<file path="src/rtl/payload_packer.sv">
// payload_packer: packs each contiguous in_valid burst (one frame) MSB-first
// into DW-bit words, tags the final word of the frame with last/nbits, and
// queues words in a DEPTH-entry show-ahead FIFO with a valid/ready output.
//
// Ports:
//   clk, rst           rising-edge clock, asynchronous active-low reset
//   in_valid, in_bit   gated serial stream from the upstream stage
//   out_valid/ready    FIFO head handshake
//   out_data/last/nbits  head word (left-aligned), last-of-frame flag, bit count
//   frame_done         one-cycle pulse after a frame's last word is queued
//   frame_bits         saturating bit count of the most recent frame
//   overflow           sticky: a word was dropped on a full FIFO
module payload_packer #(
    parameter int unsigned DW    = 8,
    parameter int unsigned DEPTH = 4,
    parameter int unsigned CNTW  = 8
) (
    input  logic                      clk,
    input  logic                      rst,
    input  logic                      in_valid,
    input  logic                      in_bit,
    output logic                      out_valid,
    input  logic                      out_ready,
    output logic [DW-1:0]             out_data,
    output logic                      out_last,
    output logic [$clog2(DW+1)-1:0]   out_nbits,
    output logic                      frame_done,
    output logic [CNTW-1:0]           frame_bits,
    output logic                      overflow
);

    localparam int unsigned NBW = $clog2(DW + 1);
    localparam int unsigned AW  = $clog2(DEPTH);
    localparam int unsigned PW  = AW + 1;
    localparam int unsigned EW  = DW + 1 + NBW;

    typedef enum logic {IDLE, COLLECT} state_t;

    state_t            state, state_d;
    logic [DW-1:0]     shreg, shreg_d;
    logic [NBW-1:0]    cnt, cnt_d;
    logic              stage_valid, stage_valid_d;
    logic [DW-1:0]     stage_data, stage_data_d;
    logic [CNTW-1:0]   fcnt, fcnt_d;
    logic              frame_done_d;
    logic [CNTW-1:0]   frame_bits_d;
    logic              push;
    logic [EW-1:0]     push_word;
    logic [DW-1:0]     shifted;
    logic [NBW-1:0]    cnt_inc;

    logic [PW-1:0]     wr_ptr, rd_ptr, wr_ptr_d, rd_ptr_d;
    logic [EW-1:0]     mem [DEPTH];
    logic              full, pop, do_write;
    logic [EW-1:0]     head_d;

    // Frame FSM, bit accumulation and word staging; at most one push per edge.
    always_comb begin
        state_d       = state;
        shreg_d       = shreg;
        cnt_d         = cnt;
        stage_valid_d = stage_valid;
        stage_data_d  = stage_data;
        fcnt_d        = fcnt;
        frame_done_d  = 1'b0;
        frame_bits_d  = frame_bits;
        push          = 1'b0;
        push_word     = '0;
        shifted       = {shreg[DW-2:0], in_bit};
        cnt_inc       = cnt + NBW'(1);
        case (state)
            IDLE: begin
                if (in_valid) begin
                    state_d = COLLECT;
                    shreg_d = DW'(in_bit);
                    cnt_d   = NBW'(1);
                    fcnt_d  = CNTW'(1);
                end
            end
            COLLECT: begin
                if (in_valid) begin
                    // A staged word is only known to be non-final once another bit arrives.
                    if (stage_valid) begin
                        push          = 1'b1;
                        push_word     = {stage_data, 1'b0, NBW'(DW)};
                        stage_valid_d = 1'b0;
                    end
                    if (fcnt != '1) begin
                        fcnt_d = fcnt + CNTW'(1);
                    end
                    if (cnt_inc == NBW'(DW)) begin
                        stage_valid_d = 1'b1;
                        stage_data_d  = shifted;
                        shreg_d       = '0;
                        cnt_d         = '0;
                    end else begin
                        shreg_d = shifted;
                        cnt_d   = cnt_inc;
                    end
                end else begin
                    push          = 1'b1;
                    state_d       = IDLE;
                    frame_done_d  = 1'b1;
                    frame_bits_d  = fcnt;
                    shreg_d       = '0;
                    cnt_d         = '0;
                    stage_valid_d = 1'b0;
                    // Either a full word is staged or the shift register holds 1..DW-1 bits.
                    if (stage_valid) begin
                        push_word = {stage_data, 1'b1, NBW'(DW)};
                    end else begin
                        push_word = {DW'(shreg << (NBW'(DW) - cnt)), 1'b1, cnt};
                    end
                end
            end
            default: state_d = IDLE;
        endcase
    end

    // FIFO pointer update and next head word for the registered show-ahead outputs.
    always_comb begin
        full     = (wr_ptr[AW] != rd_ptr[AW]) && (wr_ptr[AW-1:0] == rd_ptr[AW-1:0]);
        pop      = out_valid & out_ready;
        do_write = push & (~full | pop);
        wr_ptr_d = wr_ptr + PW'(do_write);
        rd_ptr_d = rd_ptr + PW'(pop);
        if (wr_ptr_d == rd_ptr_d) begin
            head_d = '0;
        end else if (do_write && (rd_ptr_d[AW-1:0] == wr_ptr[AW-1:0])) begin
            // The word being written this edge becomes the head.
            head_d = push_word;
        end else begin
            head_d = mem[rd_ptr_d[AW-1:0]];
        end
    end

    // State register.
    always_ff @(posedge clk or negedge rst) begin
        if (!rst) begin
            state <= IDLE;
        end else begin
            state <= state_d;
        end
    end

    // Datapath, FIFO pointers and registered outputs.
    always_ff @(posedge clk or negedge rst) begin
        if (!rst) begin
            shreg       <= '0;
            cnt         <= '0;
            stage_valid <= 1'b0;
            stage_data  <= '0;
            fcnt        <= '0;
            frame_done  <= 1'b0;
            frame_bits  <= '0;
            wr_ptr      <= '0;
            rd_ptr      <= '0;
            out_valid   <= 1'b0;
            out_data    <= '0;
            out_last    <= 1'b0;
            out_nbits   <= '0;
            overflow    <= 1'b0;
        end else begin
            shreg       <= shreg_d;
            cnt         <= cnt_d;
            stage_valid <= stage_valid_d;
            stage_data  <= stage_data_d;
            fcnt        <= fcnt_d;
            frame_done  <= frame_done_d;
            frame_bits  <= frame_bits_d;
            wr_ptr      <= wr_ptr_d;
            rd_ptr      <= rd_ptr_d;
            out_valid   <= (wr_ptr_d != rd_ptr_d);
            {out_data, out_last, out_nbits} <= head_d;
            overflow    <= overflow | (push & full & ~pop);
        end
    end

    // FIFO storage; contents are don't-care until written.
    always_ff @(posedge clk) begin
        if (do_write) begin
            mem[wr_ptr[AW-1:0]] <= push_word;
        end
    end

endmodule

</file>
<file path="config.mk">
export PLATFORM = sky130hd
export DESIGN_NAME = payload_packer
export DESIGN_NICKNAME = d
export VERILOG_FILES = /design/src/rtl/payload_packer.sv
export SDC_FILE = /design/constraint.sdc
export NUM_CORES = 1
export LEC_CHECK = 0
export CORE_MARGIN = 2
export CORE_UTILIZATION = 45
export DETAILED_ROUTE_END_ITERATION = 6
export PLACE_DENSITY = 0.6
export SKIP_CTS_REPAIR_TIMING = 1
export SLEW_MARGIN = 25
export SYNTH_ARGS = -nofsm -noshare
export SYNTH_HDL_FRONTEND = slang
export SYNTH_SLANG_ARGS = --single-unit
</file>
<file path="constraint.sdc">
create_clock -name clk -period 4.55 [get_ports clk]
set_input_delay 0.455 -clock clk [delete_from_list [all_inputs] [get_ports clk]]
set_output_delay 0.455 -clock clk [all_outputs]
set_load 0.02 [all_outputs]
</file>
# Word level (Yosys, flattened, before mapping)
# Memory sizes are Yosys's and may differ from the RTL's.
# Index checks and enable logic that the tools add are counted.
[totals] ff_bits=60 ram_bits=52 input_bits=5 elab_cells=75 memories=1
[memory_table] memory="mem" words=4 word_bits=13 rd=1 rd_ports_with_merged_regs=0 write_ports=1 line="53" rtl="logic [EW-1:0] mem [DEPTH];"
[op_classes] addsub=5 eq_ne=10 shift=1 muxes=28 bitwise=10 reduce_logical=5
[op_table] op="13-bit two-way mux" count=6
[op_table] op="8-bit two-way mux" count=6
[op_table] op="8-bit one-hot mux with 2 select lines" count=2
[op_table] op="4-bit two-way mux" count=3
[op_table] op="1-bit two-way mux" count=10
[op_table] op="8-bit by 1-bit adder with 8-bit output, second input constant" count=1
[op_table] op="8-bit != test, second input constant" count=1
[op_table] op="4-bit one-hot mux with 2 select lines" count=1
[op_table] op="8-bit by 4-bit left shift with 8-bit output" count=1
[op_table] op="3-bit by 1-bit adder with 3-bit output" count=2
[op_table] op="3-bit AND reduction" count=2
[op_table] op="4-bit by 1-bit adder with 4-bit output, second input constant" count=1
[op_table] op="1-bit bitwise AND" count=4
[op_table] op="2-bit == test" count=2
[op_table] op="4-bit == test, second input constant" count=1
[op_table] op="2-bit != test, second input constant" count=2
[op_table] op="1-bit inverter" count=4
[op_table] op="4-bit subtractor, first input constant" count=1
[op_table] op="3-bit == test" count=1
[op_table] op="3-bit != test" count=1
[op_table] op="1-bit logical AND" count=2
[op_table] op="2-bit by 1-bit != test with 1-bit output, second input constant" count=1
[op_table] op="1-bit bitwise OR" count=2
[op_table] op="2-bit AND reduction" count=1
[op_table] op="1-bit != test" count=1

# Depth between registers and ports, before layout
[logic_depth] depth_word=8 mapped_depth=12 ltp_nobuf=12

# Worst setup path after synthesis
# OpenSTA, ideal clock, no wires.
[synth_path] path_kind="register to register" startpoint="reg out_valid" endpoint="reg out_data[0]" arrival_ns=2.602 required_time_ns=4.418 setup_slack_ns=1.817 path_stages_with_launch=11 synth_period_minus_slack_ns=2.733 path_cell_list="dfrtp_1 and2_1 or4_4 and2_1 ha_1 ha_1 xor2_1 xor2_1 and3_1 buf_1 nor2_1"
[synth_between] elab_chain_cells=6 elab_cells_between_ends=11 cone_classes="add/sub: 2; eq/ne: 2; mux: 2; bitwise: 3; reduce/logical: 1; memory: 1"
[synth_lines] item="from (decl)" line="22" rtl="output logic out_valid,"
[synth_lines] item="from (signal assigned)" line="173" rtl="out_valid <= (wr_ptr_d != rd_ptr_d);"
[synth_lines] item="1-bit bitwise AND" line="123" rtl="pop = out_valid & out_ready;"
[synth_lines] item="1-bit bitwise OR" line="124" rtl="do_write = push & (~full | pop);"
[synth_lines] item="1-bit bitwise AND" line="124"
[synth_lines] item="3-bit by 1-bit adder with 3-bit output" line="125" rtl="wr_ptr_d = wr_ptr + PW'(do_write);"
[synth_lines] item="net wr_ptr_d[2]" line="52" rtl="logic [PW-1:0] wr_ptr, rd_ptr, wr_ptr_d, rd_ptr_d;"
[synth_lines] item="3-bit == test" line="127" rtl="if (wr_ptr_d == rd_ptr_d) begin"
[synth_lines] item="13-bit two-way mux" line="127"
[synth_lines] item="net head_d[5]" line="55" rtl="logic [EW-1:0] head_d;"
[synth_lines] item="to (signal assigned)" line="159" rtl="out_data <= '0;"
[synth_lines] item="to (signal assigned)" line="174" rtl="{out_data, out_last, out_nbits} <= head_d;"
[synth_lines] item="to (decl)" line="24" rtl="output logic [DW-1:0] out_data,"
# The timed path passes the listed nets, and every way through them passes these cells.
# A chain may end at the register's enable or synchronous reset.

# Final worst setup path
[layout_path] startpoint="reg state" endpoint="reg out_data[5]"
[layout_between] elab_chain_cells=5 elab_cells_between_ends=8 cone_classes="add/sub: 1; eq/ne: 1; mux: 4; bitwise: 1; reduce/logical: 1"
[layout_lines] item="from (decl)" line="39" rtl="state_t state, state_d;"
[layout_lines] item="from (signal assigned)" line="142" rtl="state <= state_d;"
[layout_lines] item="1-bit two-way mux" line="71" rtl="case (state)"
[layout_lines] item="1-bit bitwise AND" line="124"
[layout_lines] item="3-bit by 1-bit adder with 3-bit output" line="125"
[layout_lines] item="net wr_ptr_d[2]" line="52"
[layout_lines] item="3-bit == test" line="127"
[layout_lines] item="13-bit two-way mux" line="127"
[layout_lines] item="net head_d[10]" line="55"
# The timed path passes the listed nets, and every way through them passes these cells.

==> summary.txt <==
Outcome
  – Status: finished, final reports clean

Global routing
  – Gr usage total: 0.172
  – GR Overflow Total: 0
  – Antenna violations before repair: 0
  – First-pass GRT wire length: around 15000 um
  – Largest net degree at the start of global routing: a little over 60
  – Via count of the first global-routing pass: slightly below 3000

Placed design
  – Buffers on Ports: 28
  – GP Congestion: 0.745
  – HPWL Detailed: between 6000 and 7000 um

Yosys
  – Top cell type by total area after synthesis: edfxtp_1
  – Synthesized instance count: 359
  – Number of synthesis warnings: 0
  – Cell variety after synth: 58
  – Ys async rst share: 0.536
  – Post-Syn Nets: approximately 370
  – Mapped Area: about 0.0050 mm2
  – Seq/Total Area, Yosys: 0.617
  – Number of synthesized flops with an enable pin: 52
  – Syn avg cell area: 13.8 um2
  – Yosys top cell area share: 0.315
  – Most used flip-flop cell after synthesis: dfrtp_1
  – Post-synthesis register bit count: ~110
  – Top cells by area, synth: edfxtp_1 (31%), dfrtp_1 (30%), mux4_2 (6.4%), mux2i_1 (3.2%), nand2_1 (3.0%)

Power
  – Peak VDD IR: 0.245 mV
  – Leak pwr: 2.31 nW
  – Power per cell area: 545 mW/mm2

Floorplan
  – DIE AREA: 0.0119 mm2
  – Die X: between 100 and 150 um
  – FP Rows: 38
  – Core box area: between 0.01 and 0.015 mm2
  – Die Ht: 109 um
  – IO Pins: 29
  – Initial core utilization: 0.460

Routing
  – Drt first pass iters: 5
  – Avg Vias per Cell: 5.46
  – Drt wl/cell: 17.7 um
  – Antenna-violating nets left: 0
  – DR vias: 2904
  – DR iter-0 viols: 133
  – Total wire length: ~9400 um
  – # DRC: 0

Timing
  – Worst clock skew: 12.9 ps
  – Setup_tns: 0 ps
  – Final setup fails: 0
  – Hold WS: roughly 240 ps
  – Unrepaired setup endpoints after global routing: false
  – Min cycle time layout: 3360 ps
  – Final Hold Viols: 0
  – Worst slew margin: 0.469
  – Fin. max-slew vios: 0
  – Slew of the pin with the lowest slew margin: about 800 ps
  – Period utilisation layout: 0.739
  – FMAX: 297 MHz

CTS
  – Worst-path clk slew: roughly 120 ps
  – CTS HTree Levels: 3
  – Later-pin clock latency in the skew report: between 300 and 400 ps
  – Clock Tree Buf Depth: 2
  – Num CTS Buffers: 9
  – CTS sink cnt: approximately 110
  – Root buf cell: clkbuf_8
  – CTS tree: yes

Worst setup path
  – Worst Reg-to-Reg Cells: 11
  – Crit path buf inv count: 1
  – Crit path depth: 11
  – Critical path type: flop to flop
  – Crit path max fanout: 14
  – Crit Reg-Reg Startpoint: state
  – CP Capture Type: flop
  – Worst path slowest cell: dfrtp_1
  – Worst path cell trace: and2_1 -> or2_2 -> and2_1 -> ha_1 -> ha_1 -> xor2_1 -> xor2_1 -> and3_1 -> inv_1 -> nand3_1 -> a21bo_2
  – Worst Path Required: 4820 ps
  – Critical Path Start Type: flop
  – Delay-heaviest family, CP: simple AND/OR/NAND/NOR gates
  – Arr. time, crit path: ~3600 ps
  – Max incr delay on CP: 560 ps
  – Crit path from: state

Final layout
  – Diode count: 0
  – Layout cells sized above 1: 0.163
  – NumNets Final: 400
  – Area Overhead vs Synth: 12.9%
  – Most frequent cells in the layout: dfrtp_1 (60), edfxtp_1 (52), nand2_1 (40), clkdlybuf4s50_1 (27), nor2_1 (23)
  – Most common cell after layout, fill and taps aside: dfrtp_1

Worst hold path
  – Hold Path Class: input pin to async pin

Run
  – Max Cap Violations: 0
metrics by stage:
stage / worst slack, ps / utilization / std cells / total power [mW] / area (um2)
global placement: 983 / 0.498 / 516 / 2.45 / 5370
global route: 957 / 0.519 / 532 / 3.24 / 5600
CTS: 1180 / 0.519 / 532 / 3.10 / 5600
finish: 1190 / 0.519 / 532 / 3.05 / 5600
detailed placement: 883 / 0.498 / 516 / 2.46 / 5370
floorplan: 1820 / - / 359 / 2.13 / 4960
per-layer routing:
layer  up-vias  global-route usage  share of wire  wire length (um)
met5         -                   0              0                 0
met2        46               0.269           0.48              4510
met1      1471               0.248           0.48              4510
met4         0              0.0531         0.0090                85
met3         8              0.0263          0.032               300
li1       1379                   -              -                 -
worst reg2reg max path, cell delays in order (launching register included):
cell and delay (ps):
dfrtp_1 560, and2_1 380, or2_2 370, and2_1 210, ha_1 190, ha_1 190
xor2_1 200, xor2_1 170, and3_1 540, inv_1 140, nand3_1 90, a21bo_2 220
sequential cells by signal (all words and copies together) (netlist names), 3 cells and up:
name        count
cnt             4
fcnt            8
frame_bits      8
mem            52
out_data        8
out_nbits       4
rd_ptr          3
shreg           8
stage_data      8
wr_ptr          3
cells in the mapped netlist (2+ instances only):
master     n
edfxtp_1  52
mux2i_1   16
mux4_2    14
nor2b_1    2
and3_1     3
nor2_1    23
a211oi_1   2
dfrtp_1   60
a21bo_2    2
o21ai_0    9
a41oi_1    2
or2_2      2
mux2_2    10
a32oi_1    2
inv_1      8
nand4_1    2
xor2_1     5
nand2b_1   3
a31oi_1    2
and2_1     3
nor3b_1    4
buf_6      2
o211ai_1   2
a21o_1     2
a21oi_1    9
ha_1       8
nor3_1     3
nand2_1   40
nand3_1    8
xnor2_1    7
or4_4      2
a22o_1    12
clkbuf_1  11
buf_4      3
where the power goes:
part	internal [mW]	leakage, nW	switching, mW
logic	0.522	0.946	0.563
registers	1.23	1.26	0.0965
clock network	0.271	0.108	0.364
total	2.03	2.31	1.02
final timing paths:
kind                                      end  slack [ps]
worst min register to register  frame_bits[5]         490
worst min-delay path                rd_ptr[1]         240
min in group clk                frame_bits[5]         490
worst max register to register    out_data[5]        1190
max in group asynchronous       stage_data[1]        3770
worst max-delay path              out_data[5]        1190
cells by family (layout without fill, tap and decap cells):
group,Yosys count,in the layout,synth area share
simple gates,103,103,0.109
fa+ha+maj,8,8,0.0202
mux,40,40,0.119
xor+xnor,13,13,0.0245
buf+inv,27,60,0.0270
compound gates,56,56,0.0832
flops,112,112,0.617
layout make-up:
cell class	count	area, um2
multi-input combinational	220	1770
clock inverter	7	104
fill	930	5190
inverter	8	30.0
timing repair buffer	36	335
tap	140	175
clock buffer	9	124
sequential	112	3060
Note: power is estimated with default switching activity, not from simulation.
==> RTL edit (config.mk and constraints unchanged) <==
Change the parameter `CNTW` from 8 to 7.
--- a/src/rtl/payload_packer.sv
+++ b/src/rtl/payload_packer.sv
@@ -15,3 +15,3 @@
     parameter int unsigned DEPTH = 4,
-    parameter int unsigned CNTW  = 8
+    parameter int unsigned CNTW  = 7
 ) (
Interface: changed (resized frame_bits); port bits go from 29 to 28. No check against the original RTL was run, so the function may have changed too.
==> RTL edit against the unedited design <==
  * Synthesized area down 0.93%
  * Design area down 2.5%
  * Setup slack better by 0.11 ns
  * Routed wire length up 6.0%
  * Power down 2.6%
  * Clock power down 13%
  * Sequential cell count down 2
  * Global-route usage up 1.2 points
  * First-iteration DRC count down 3.8%
  * Non-clock buffer count down 2
  * Sequential share of layout area up 0.47 points
  * Synthesized cell count up 3.6%
  * Hold slack worse by 0.018 ns
==> RTL edit: results (changes against the unedited design) <==
stage;metric;value;unit;change
final_layout;buffering overhead;5.819;%;was 5.987%
worst_setup_path;Max stage delay on crit path;0.71;ns;was 0.56 ns
run_status;status;complete, no violations;;unchanged
routing;via density per instance;5.529;;was 5.459
place;Placement Setup Slack;1.051;ns;was 0.8829 ns
place;routability cong.;0.7511;;was 0.7450
global_routing;global-route wire length before repair;16.09;mm;was 15.41 mm
global_routing;pin count of the biggest net entering global routing;59;;was 61
final_layout;clock-cell share of area;3.345;%;was 4.066%
global_routing;vias in the first global route;2978;;was 2886
worst_setup_path;Worst EP arrival;3.50;ns;was 3.63 ns
place;PortBufs;27;;was 28
global_routing;grt met1 use;24.72;%;was 24.79%
yosys;Synth Area per Inst;13.21;um2;was 13.82 um2
power;Clk pwr share;18.6;%;was 20.8%
routing;Initial DRT Pass Iterations;4;;was 5
routing;Avg WL per Cell;18.43;um;was 17.68 um
final_layout;Seq area share;55.17;%;was 54.69%
yosys;Seq/Total Area, Yosys;61.30;%;was 61.74%
worst_setup_path;reg2reg path depth;7;;was 11
sta;Hold Slack;0.2189;ns;was 0.2374 ns
yosys;Synthesized Nets;385;;was 372
place;placed cell area;5279;um2;was 5373 um2
final_layout;share of cells above drive strength 1;15.46;%;was 16.33%
yosys;post-synth cell types;53;;was 58
power;Gate power share;37.3;%;was 35.6%
yosys;dominant cells by area after synthesis;edfxtp_1, dfrtp_1, mux4_2;;unchanged
global_routing;GR Util All Layers;18.31;%;was 17.15%
yosys;Post-Synth Adder-Cell Area;2.037;%;was 2.018%
sta;Worst-Margin Slew;0.7723;ns;was 0.7971 ns
yosys;mux contribution to synthesized area;10.21;%;was 11.85%
power;sw frac;34.32;%;was 33.55%
routing;DRT iter0 DRCs;128;;was 133
final_layout;final core utilization;50.83;%;was 51.89%
routing;wl on met1;4.614;mm;was 4.511 mm
yosys;complex-gate fraction of the synthesized area;8.579;%;was 8.323%
sta;Final Skew;0.01317;ns;was 0.01289 ns
final_layout;fraction of area in multi-input gates;31.78;%;was 31.59%
worst_setup_path;R2R Setup Slk;1.30;ns;was 1.19 ns
place;Inst Count DP;525;;was 516
final_layout;Signal inverters;10;;was 8
worst_setup_path;r2r endpoint;out_data[7]$_DFF_PN0_;;was out_data[5]$_DFF_PN0_
place;hpwl dp;6.706;mm;was 6.294 mm
worst_setup_path;Top Family by Delay on Critical Path;multiplexers;;was simple AND/OR/NAND/NOR gates
yosys;Synth top cells by count;dfrtp_1, nand2_1, edfxtp_1;;was dfrtp_1, edfxtp_1, nand2_1
global_routing;GR Layer Usage met3;3.014;%;was 2.630%
final_layout;Finished Layout Cells;541;;was 532
final_layout;# fillers;967;;was 930
final_layout;#MultiIn Comb;231;;was 220
-- RTL edit: cell count changes after synthesis, sizes merged, moves of 5 or more --
cell,unedited run,this run
o21ai,11,6
mux2i,16,4
nand2,40,57
a21oi,9,16
-- RTL edit: how the worst max path moves through the flow --
| stage | startpoint | end | slack [ns] |
|---|---|---|---|
| final | cnt[0]$_DFFE_PN0P_ | out_data[7]$_DFF_PN0_ | 1.30 |
| after global routing | cnt[0]$_DFFE_PN0P_ | out_data[7]$_DFF_PN0_ | 1.15 |
| after CTS | cnt[0]$_DFFE_PN0P_ | out_data[7]$_DFF_PN0_ | 1.31 |
| after detailed placement | out_ready | out_data[5]$_DFF_PN0_ | 1.05 |
| after global placement | out_ready | out_data[5]$_DFF_PN0_ | 1.11 |
| after floorplan | out_valid$_DFF_PN0_ | out_data[5]$_DFF_PN0_ | 1.80 |
